==> src/rtl/genius_controller_if.sv <==
// Signal bundle between the Genius control FSM and its datapath.
// Inputs are levels sampled on every rising clock edge; there is no valid/ready handshake, and outputs are Moore decodes valid for the whole cycle.
interface genius_controller_if;
    logic       enter;
    logic       end_FPGA;
    logic       end_User;
    logic       end_time;
    logic       win;
    logic       match;
    logic       R1;
    logic       R2;
    logic       E1;
    logic       E2;
    logic       E3;
    logic       E4;
    logic       SEL;
    logic       fault;
    logic [2:0] state_o;

    // master: the controller; slave: the datapath / stimulus side
    modport master (
        input  enter, end_FPGA, end_User, end_time, win, match,
        output R1, R2, E1, E2, E3, E4, SEL, fault, state_o
    );
    modport slave (
        output enter, end_FPGA, end_User, end_time, win, match,
        input  R1, R2, E1, E2, E3, E4, SEL, fault, state_o
    );
endinterface

==> src/rtl/genius_controller.sv <==
// Control FSM for the Genius game: sequences setup, FPGA display, user entry,
// comparison and round advance, with a watchdog on the display phase.
module genius_controller #(
    parameter longint unsigned SEQ_TIMEOUT = 64'd3_200_000_000,
    parameter int              TO_W        = 32
) (
    input  logic                CLOCK_50,
    input  logic                reset,
    genius_controller_if.master bus
);
    typedef enum logic [2:0] {
        INIT     = 3'd0,
        SETUP    = 3'd1,
        SEQUENCE = 3'd2,
        PLAY     = 3'd3,
        CHECK    = 3'd4,
        NEXT     = 3'd5,
        RESULT   = 3'd6,
        ILLEGAL  = 3'd7
    } state_t;

    localparam logic [TO_W-1:0] TO_LAST = TO_W'(SEQ_TIMEOUT - 64'd1);
    localparam logic [TO_W-1:0] CNT_MAX = '1;
    localparam logic            WD_EN   = (SEQ_TIMEOUT != 64'd0);

    state_t          state;
    state_t          next_state;
    logic            enter_q;
    logic            enter_rise;
    logic [TO_W-1:0] count;
    logic            expired;
    logic            set_fault;
    logic            fault_r;
    logic            r1, r2, e1, e2, e3, e4, sel;

    assign enter_rise = bus.enter & ~enter_q;
    assign expired    = WD_EN && (count == TO_LAST);

    // enter_q resets high so an enter held through reset never looks like an edge
    always_ff @(posedge CLOCK_50 or negedge reset) begin
        if (!reset) begin
            state   <= INIT;
            enter_q <= 1'b1;
            count   <= '0;
            fault_r <= 1'b0;
        end else begin
            state   <= next_state;
            enter_q <= bus.enter;
            if (next_state == SEQUENCE && state != SEQUENCE)
                count <= '0;
            else if (state == SEQUENCE && count != CNT_MAX)
                count <= count + 1'b1;
            if (state == INIT)
                fault_r <= 1'b0;
            else if (set_fault)
                fault_r <= 1'b1;
        end
    end

    always_comb begin
        next_state = state;
        set_fault  = 1'b0;
        r1  = 1'b0;
        r2  = 1'b0;
        e1  = 1'b0;
        e2  = 1'b0;
        e3  = 1'b0;
        e4  = 1'b0;
        sel = 1'b0;
        case (state)
            INIT: begin
                r1 = 1'b1;
                r2 = 1'b1;
                sel = 1'b1;
                next_state = SETUP;
            end
            SETUP: begin
                e1 = 1'b1;
                sel = 1'b1;
                if (enter_rise) next_state = SEQUENCE;
            end
            SEQUENCE: begin
                e3 = 1'b1;
                sel = 1'b1;
                // a display finishing on the expiry cycle is a success, not a fault
                if (bus.end_FPGA) begin
                    next_state = PLAY;
                end else if (expired) begin
                    next_state = RESULT;
                    set_fault  = 1'b1;
                end
            end
            PLAY: begin
                e2 = 1'b1;
                sel = 1'b1;
                if (bus.end_User)      next_state = CHECK;
                else if (bus.end_time) next_state = RESULT;
            end
            CHECK: begin
                sel = 1'b1;
                if (!bus.match || bus.win) next_state = RESULT;
                else                       next_state = NEXT;
            end
            NEXT: begin
                e4 = 1'b1;
                r2 = 1'b1;
                sel = 1'b1;
                next_state = SEQUENCE;
            end
            RESULT: begin
                if (enter_rise) next_state = INIT;
            end
            default: next_state = INIT;
        endcase
    end

    assign bus.R1      = r1;
    assign bus.R2      = r2;
    assign bus.E1      = e1;
    assign bus.E2      = e2;
    assign bus.E3      = e3;
    assign bus.E4      = e4;
    assign bus.SEL     = sel;
    assign bus.fault   = fault_r;
    assign bus.state_o = state;
endmodule

==> src/flat_wrapper.sv <==
// flat-port wrapper written by rule: the top's interface ports become plain ports
module genius_controller_flat 
#(
    parameter longint unsigned SEQ_TIMEOUT = 64'd3_200_000_000,
    parameter int              TO_W        = 32
)
  (CLOCK_50, reset, bus_enter, bus_end_FPGA, bus_end_User, bus_end_time, bus_win, bus_match, bus_R1, bus_R2, bus_E1, bus_E2, bus_E3, bus_E4, bus_SEL, bus_fault, bus_state_o);
  genius_controller_if bus_i ();
  input  logic CLOCK_50;
  input  logic reset;
  input wire logic [$bits(bus_i.enter)-1:0] bus_enter;
  input wire logic [$bits(bus_i.end_FPGA)-1:0] bus_end_FPGA;
  input wire logic [$bits(bus_i.end_User)-1:0] bus_end_User;
  input wire logic [$bits(bus_i.end_time)-1:0] bus_end_time;
  input wire logic [$bits(bus_i.win)-1:0] bus_win;
  input wire logic [$bits(bus_i.match)-1:0] bus_match;
  output wire logic [$bits(bus_i.R1)-1:0] bus_R1;
  output wire logic [$bits(bus_i.R2)-1:0] bus_R2;
  output wire logic [$bits(bus_i.E1)-1:0] bus_E1;
  output wire logic [$bits(bus_i.E2)-1:0] bus_E2;
  output wire logic [$bits(bus_i.E3)-1:0] bus_E3;
  output wire logic [$bits(bus_i.E4)-1:0] bus_E4;
  output wire logic [$bits(bus_i.SEL)-1:0] bus_SEL;
  output wire logic [$bits(bus_i.fault)-1:0] bus_fault;
  output wire logic [$bits(bus_i.state_o)-1:0] bus_state_o;
  assign bus_i.enter = bus_enter;
  assign bus_i.end_FPGA = bus_end_FPGA;
  assign bus_i.end_User = bus_end_User;
  assign bus_i.end_time = bus_end_time;
  assign bus_i.win = bus_win;
  assign bus_i.match = bus_match;
  assign bus_R1 = bus_i.R1;
  assign bus_R2 = bus_i.R2;
  assign bus_E1 = bus_i.E1;
  assign bus_E2 = bus_i.E2;
  assign bus_E3 = bus_i.E3;
  assign bus_E4 = bus_i.E4;
  assign bus_SEL = bus_i.SEL;
  assign bus_fault = bus_i.fault;
  assign bus_state_o = bus_i.state_o;
  genius_controller #(.SEQ_TIMEOUT(SEQ_TIMEOUT), .TO_W(TO_W)) u_core (.CLOCK_50(CLOCK_50), .reset(reset), .bus(bus_i));
endmodule
==> config.mk <==
export PLATFORM = sky130hd
export DESIGN_NAME = genius_controller_flat
export DESIGN_NICKNAME = d
export VERILOG_FILES = /design/src/rtl/genius_controller_if.sv /design/src/rtl/genius_controller.sv /design/src/flat_wrapper.sv
export SDC_FILE = /design/constraint.sdc
export NUM_CORES = 1
export LEC_CHECK = 0
export BUFFER_PORTS_ARGS = -buffer_cell sky130_fd_sc_hd__buf_2
export CORE_UTILIZATION = 40
export CTS_BUF_LIST = sky130_fd_sc_hd__clkbuf_8 sky130_fd_sc_hd__clkbuf_16
export CTS_CLUSTER_DIAMETER = 120
export DETAILED_ROUTE_END_ITERATION = 10
export PLACE_DENSITY = 0.63
export SYNTH_ARGS = -nofsm -noshare
export SYNTH_HDL_FRONTEND = slang
export SYNTH_SLANG_ARGS = --single-unit
==> constraint.sdc <==
create_clock -name CLOCK_50 -period 2.8 [get_ports CLOCK_50]
set_input_delay 0.56 -clock CLOCK_50 [delete_from_list [all_inputs] [get_ports CLOCK_50]]
set_output_delay 0.56 -clock CLOCK_50 [all_outputs]
set_load 0.02 [all_outputs]
**After elaboration in Yosys (flattened, before gate mapping)**

Index checks and enable logic that the tools add are counted.

- Flip-flop bits (word level): 37
- Bits of input ports: 8

- $add $sub $neg: 1
- Eq/ne operators: 10
- Multiplexer cells: 22
- Bitwise operators: 2
- Reductions and logical operators: 9

Operators with widths:

| kind | number |
|---|---|
| 2-to-1 mux 32 bit | 2 |
| adder 32 x 1 -> 32 bit, second input constant | 1 |
| equality test 32 bit, second input constant | 1 |
| inequality test 32 bit, second input constant | 1 |
| case mux 3 bit (7 select lines) | 1 |
| 2-to-1 mux 3 bit | 6 |
| 2-to-1 mux 1 bit | 12 |
| equality test 3 x 2 -> 1 bit, second input constant | 3 |
| equality test 3 bit, second input constant | 3 |
| OR reduction 6 bit | 1 |
| nonzero test 2 bit | 2 |
| equality test 3 x 1 -> 1 bit, second input constant | 1 |
| logical NOT 3 bit | 1 |
| inequality test 3 x 2 -> 1 bit, second input constant | 1 |
| logical AND 1 bit | 2 |
| 2-to-1 mux 2 bit | 1 |
| OR reduction 2 bit | 1 |
| AND 1 bit | 1 |
| logical NOT 1 bit | 1 |
| logical OR 1 bit | 1 |
| inverter 1 bit | 1 |

**Longest topological paths before layout**

- Depth in word-level cells: 7
- Depth in mapped cells: 7

**Least setup slack after synthesis**

Ideal clock, no wire load.

- Kind: register -> register
- From: register u_core.state[0], in the netlist u_core.bus.state_o[0]
- To: register u_core.count[23]
- Setup time: 0.078 ns
- Arrival time: 2.169 ns
- Data required time: 2.722 ns
- Setup slack: 0.553 ns
- Cell stages (with the launch flop): 8
- Buffers on the path: 1
- Clock period less this slack: 2.247 ns
- Cell sequence: dfrtp_1 > or3b_4 > clkinv_2 > and3_1 > o311ai_2 > buf_2 > or3_1 > a21oi_1

- Longest elaborated chain between the ends: 6
- Elaborated cells on any way between the ends: 20
- Those cells by class: eq/ne: 8; mux: 8; reduce/logical: 4

Ends and longest elaborated chain:

| element | line | source |
|---|---|---|
| start, declared | genius_controller.sv:26 | `state_t state;` |
| start signal, assigned | genius_controller.sv:47 | `state <= next_state;` |
| 2-to-1 mux 3 bit (on tied branches) | genius_controller.sv:97, genius_controller.sv:88 |  |
| 2-to-1 mux 3 bit (on tied branches) | genius_controller.sv:96, genius_controller.sv:86 |  |
| case mux 3 bit (7 select lines) | genius_controller.sv:70 | `case (state)` |
| equality test 3 x 2 -> 1 bit | genius_controller.sv:49 | `if (next_state == SEQUENCE && state != SEQUENCE)` |
| logical AND 1 bit | genius_controller.sv:49 |  |
| 2-to-1 mux 32 bit / nonzero test 2 bit (equally long branches) | n/a |  |
| end signal, assigned | genius_controller.sv:52 | `count <= count + 1'b1;` |
| end, declared | genius_controller.sv:30 | `logic [TO_W-1:0] count;` |

Several ways; a longest one is shown, not always the timed one.
A chain may end at the register's enable or synchronous reset.

**Worst setup path after layout**

- From: register u_core.count[18]
- To: register u_core.count[1]

- Longest elaborated chain between the ends: 7
- Elaborated cells on any way between the ends: 10
- Those cells by class: eq/ne: 3; mux: 4; reduce/logical: 3

Ends and longest elaborated chain:

| element | line | source |
|---|---|---|
| equality test 32 bit | genius_controller.sv:37 | `assign expired = WD_EN && (count == TO_LAST);` |
| 2-to-1 mux 3 bit | genius_controller.sv:88 | `end else if (expired) begin` |
| 2-to-1 mux 3 bit | genius_controller.sv:86 | `if (bus.end_FPGA) begin` |
| case mux 3 bit (7 select lines) | genius_controller.sv:70 |  |
| equality test 3 x 2 -> 1 bit | genius_controller.sv:49 |  |
| logical AND 1 bit | genius_controller.sv:49 |  |
| 2-to-1 mux 32 bit / nonzero test 2 bit (equally long branches) | n/a |  |

Several ways; a longest one is shown, not always the timed one.

==> summary.txt <==
Global routing
  • Initial antenna violation count: 0
  • Grt ovf: 0
  • Met3 Use GR: between 4 and 5%
  • Met2 GRT Util: 28.7%
  • GR peak layer: met2
  • First-pass GRT wire length: approximately 8.0 mm
  • GR Util met1: a little over a quarter
  • Total Routing Usage GR: a little under a fifth
  • Vias in the first global route: about 1700
  • Largest net degree at the start of global routing: 38

Synth
  • Most area-hungry cell type in the Yosys netlist: dfrtp_1
  • Syn_area_per_cell: 8.84 um2
  • Post-synthesis sequential area ratio: 43.7%
  • Cell count after synthesis: 240
  • Synth Area in Adders: 0.590%
  • #FFs+latches synth: 37
  • Post-synth EDFFs: 0
  • Post-synthesis compound-gate area fraction: approximately a fifth
  • Net Count, Synth: between 200 and 250
  • Yosys cell types: 46
  • Async SR Flop Fraction: between 90% and 100%
  • Ys flop type: dfrtp_1
  • Simple-Gate Fraction of Synth Area: 31.0%
  • Synth warn: 0
  • Synth Cell Area: approximately 0.0021 mm2
  • Mux cell area share after synthesis: less than 1%
  • Synth top area cells: dfrtp_1, a21oi_1, nand2_1
  • Largest family of logic cells by synthesized area: simple AND/OR/NAND/NOR gates
  • Yosys top cell area share: 42.5%
  • XOR/XNOR Fraction of Synth Area: between 1.5 and 2%

Clock tree
  • H-tree levels: 2
  • Clk_lat worst skew: 0.30 ns
  • Post-cts gate resize count: 0
  • Clock Sinks: 37
  • Num CTS Buffers: 5
  • Post-CTS Hold Fix Bufs: 0
  • Setup Buffers After CTS: 0
  • Max clock buf depth: 2
  • Reg clk slew, reported paths: about 0.08 ns
  • CTS tree: built
  • Clock Tree Root: clkbuf_8

Place
  • HPWL after DPL: ~3.4 mm
  • Input/output buffers: 18
  • Placed cell count: ~330
  • RD Place Congestion: approximately 0.76

Route
  • DRT Pass-1 Iters: 5
  • Via count: 1915
  • Drt first-iter violations: 110
  • Vias/cell: 5.70
  • # DRC: 0
  • Drt total wl: about 4.9 mm
  • Antenna-violating nets left: 0
  • Wire length per cell: roughly 14 um

Floorplan
  • Die area: about 0.0056 mm2
  • Die height: between 70 and 80 um
  • # rows: 26
  • Starting Density: 41.5%
  • Core area: approximately 0.005 mm2
  • Die Wd: around 75 um
  • I/O Pins: 19

Timing
  • WHS: between 0.3 and 0.4 ns
  • Fin crit period: roughly 2.4 ns
  • Max Clk Rate: approximately 420 MHz
  • Least-Margin Pin Slew: approximately 0.85 ns
  • Fin. max-slew vios: 0
  • Max_slew headroom: roughly 43%
  • Setup TNS: 0 ns
  • Final setup fails: 0
  • Final hold violation count: 0
  • Worst-case clock skew: 0.0113 ns
  • Tcrit/Tclk final: 84.7%
  • RSZ-0062 raised after global routing: no

Cells and area
  • Area Growth Syn to Fin: 13.7%
  • Share of layout cells above drive strength 1: between 10% and 20%
  • Filler-free cell count of the finished design: 336
  • Seq. cell area: ~900 um2
  • N_diodes: 0
  • Final net count: between 200 and 300
  • Multi-input logic area: 0.00113 mm2
  • Filler Cell Count: slightly below 500

Setup path
  • CP Launch Type: register
  • Critical path arrival: between 2 and 3 ns
  • Critical-path maximum fanout: 12
  • Crit path required time: ~3.0 ns
  • Critical path type: register to register
  • CP Capture Type: register

Run
  • Max-Cap Viols: 0

Power
  • Max VDD drop: 0.000340 V
  • Power per standard cell area: slightly above 600 mW/mm2
  • Leak: 0.989 nW

Min path
  • Hold WC Path Type: input port to asynchronous set/reset pin

Outcome
  • Run status: complete, no violations
[cell type report]
type / count / area share [%]
Multi-Input combinational cell: 187 / 46.9
Sequential cell: 37 / 38.4
Timing Repair Buffer: 27 / 6.53
Tap cell: 70 / 3.63
Clock buffer: 5 / 2.85
Inverter: 7 / 1.14
Clock inverter: 3 / 0.570
[through the flow]
step	util [%]	power (W)	setup WS [ns]	cell area (um2)
after floorplan	-	0.000941	0.553	2120
after global placement	45.6	0.00111	0.490	2330
after detailed placement	45.6	0.00111	0.457	2330
after CTS	47.3	0.00148	0.434	2410
after global routing	47.3	0.00156	0.329	2410
final	47.3	0.00146	0.428	2410
[cell usage in the layout, fill, tap and decap left out, types with 4 or more instances in the layout]
cell type and count:
nor3_1 7, o31ai_1 5, xor2_1 4, o211ai_1 8
buf_2 18, and3_1 5, buf_4 9, clkbuf_8 5
dfrtp_1 36, nand3_1 16, inv_1 7, a21oi_1 19
or3_1 12, or4_1 8, o21ai_1 8, nor2_1 15
nand4_1 9, nand2_1 22, o21ai_0 11
[sequential cells by signal (all words and copies together) (netlist names)]
| name | count |
|---|---|
| u_core.count | 32 |
| u_core.enter_q | 1 |
| u_core.bus.fault | 1 |
| u_core.bus.state_o | 3 |
[cells by family after synthesis]
group | Yosys count
AOI/OAI and AO/OA | 66
xor gates and xnor gates | 4
adders and majority gates | 1
buffers and inverters | 16
DFF | 37
muxes | 1
and+or+nand+nor | 115
[routing by layer]
metal	part of all wire [%]	vias up
met2	48	29
met1	48	917
met5	0	-
li1	-	964
met3	3.4	5
met4	1.1	0
[path summary, 6_finish.rpt]
path | startpoint | to | slack (ns) | depth (start not counted)
setup / recovery | u_core.count[18] | u_core.count[1] | 0.43 | 5
hold / removal | reset | u_core.count[25] | 0.37 | 1
setup reg to reg | u_core.count[18] | u_core.count[1] | 0.43 | 5
hold reg to reg | u_core.count[0] | u_core.count[0] | 0.52 | 1
max in group asynchronous | reset | u_core.count[26] | 1.89 | 1
min in group CLOCK_50 | bus_enter | u_core.enter_q | 0.38 | 1
[critical path: stages, from the launching register on]
cell and delay [ns]:
dfrtp_1 0.43, nand4_1 0.14, or4_4 0.65, or4_1 0.62, and3_1 0.23, a31o_1 0.18
[Yosys cell counts (2+ instances only)]
cell,number
o21a_1,2
dfrtp_1,36
nor2_1,15
nand2b_1,3
a21oi_1,19
nor3_1,7
a211oi_1,2
o41ai_1,2
o311ai_0,2
clkbuf_1,6
or2_2,2
buf_2,2
and4_1,3
o211ai_1,8
o21ai_0,11
nand4_1,9
or4_1,8
nand2_1,22
nor2b_1,2
o21ai_1,8
nand3_1,16
and3_1,5
nor4_1,3
o31ai_1,5
or3_1,12
inv_1,6
xor2_1,4
a31o_1,2
[where the power goes]
part | internal [W] | total (W) | switching, W
Combinational | 0.000168 | 0.000478 | 0.000310
Sequential | 0.000577 | 0.000621 | 0.0000438
Clock | 0.000169 | 0.000360 | 0.000191
Total | 0.000913 | 0.00146 | 0.000545
No activity file was read; power rests on OpenSTA's default activity.
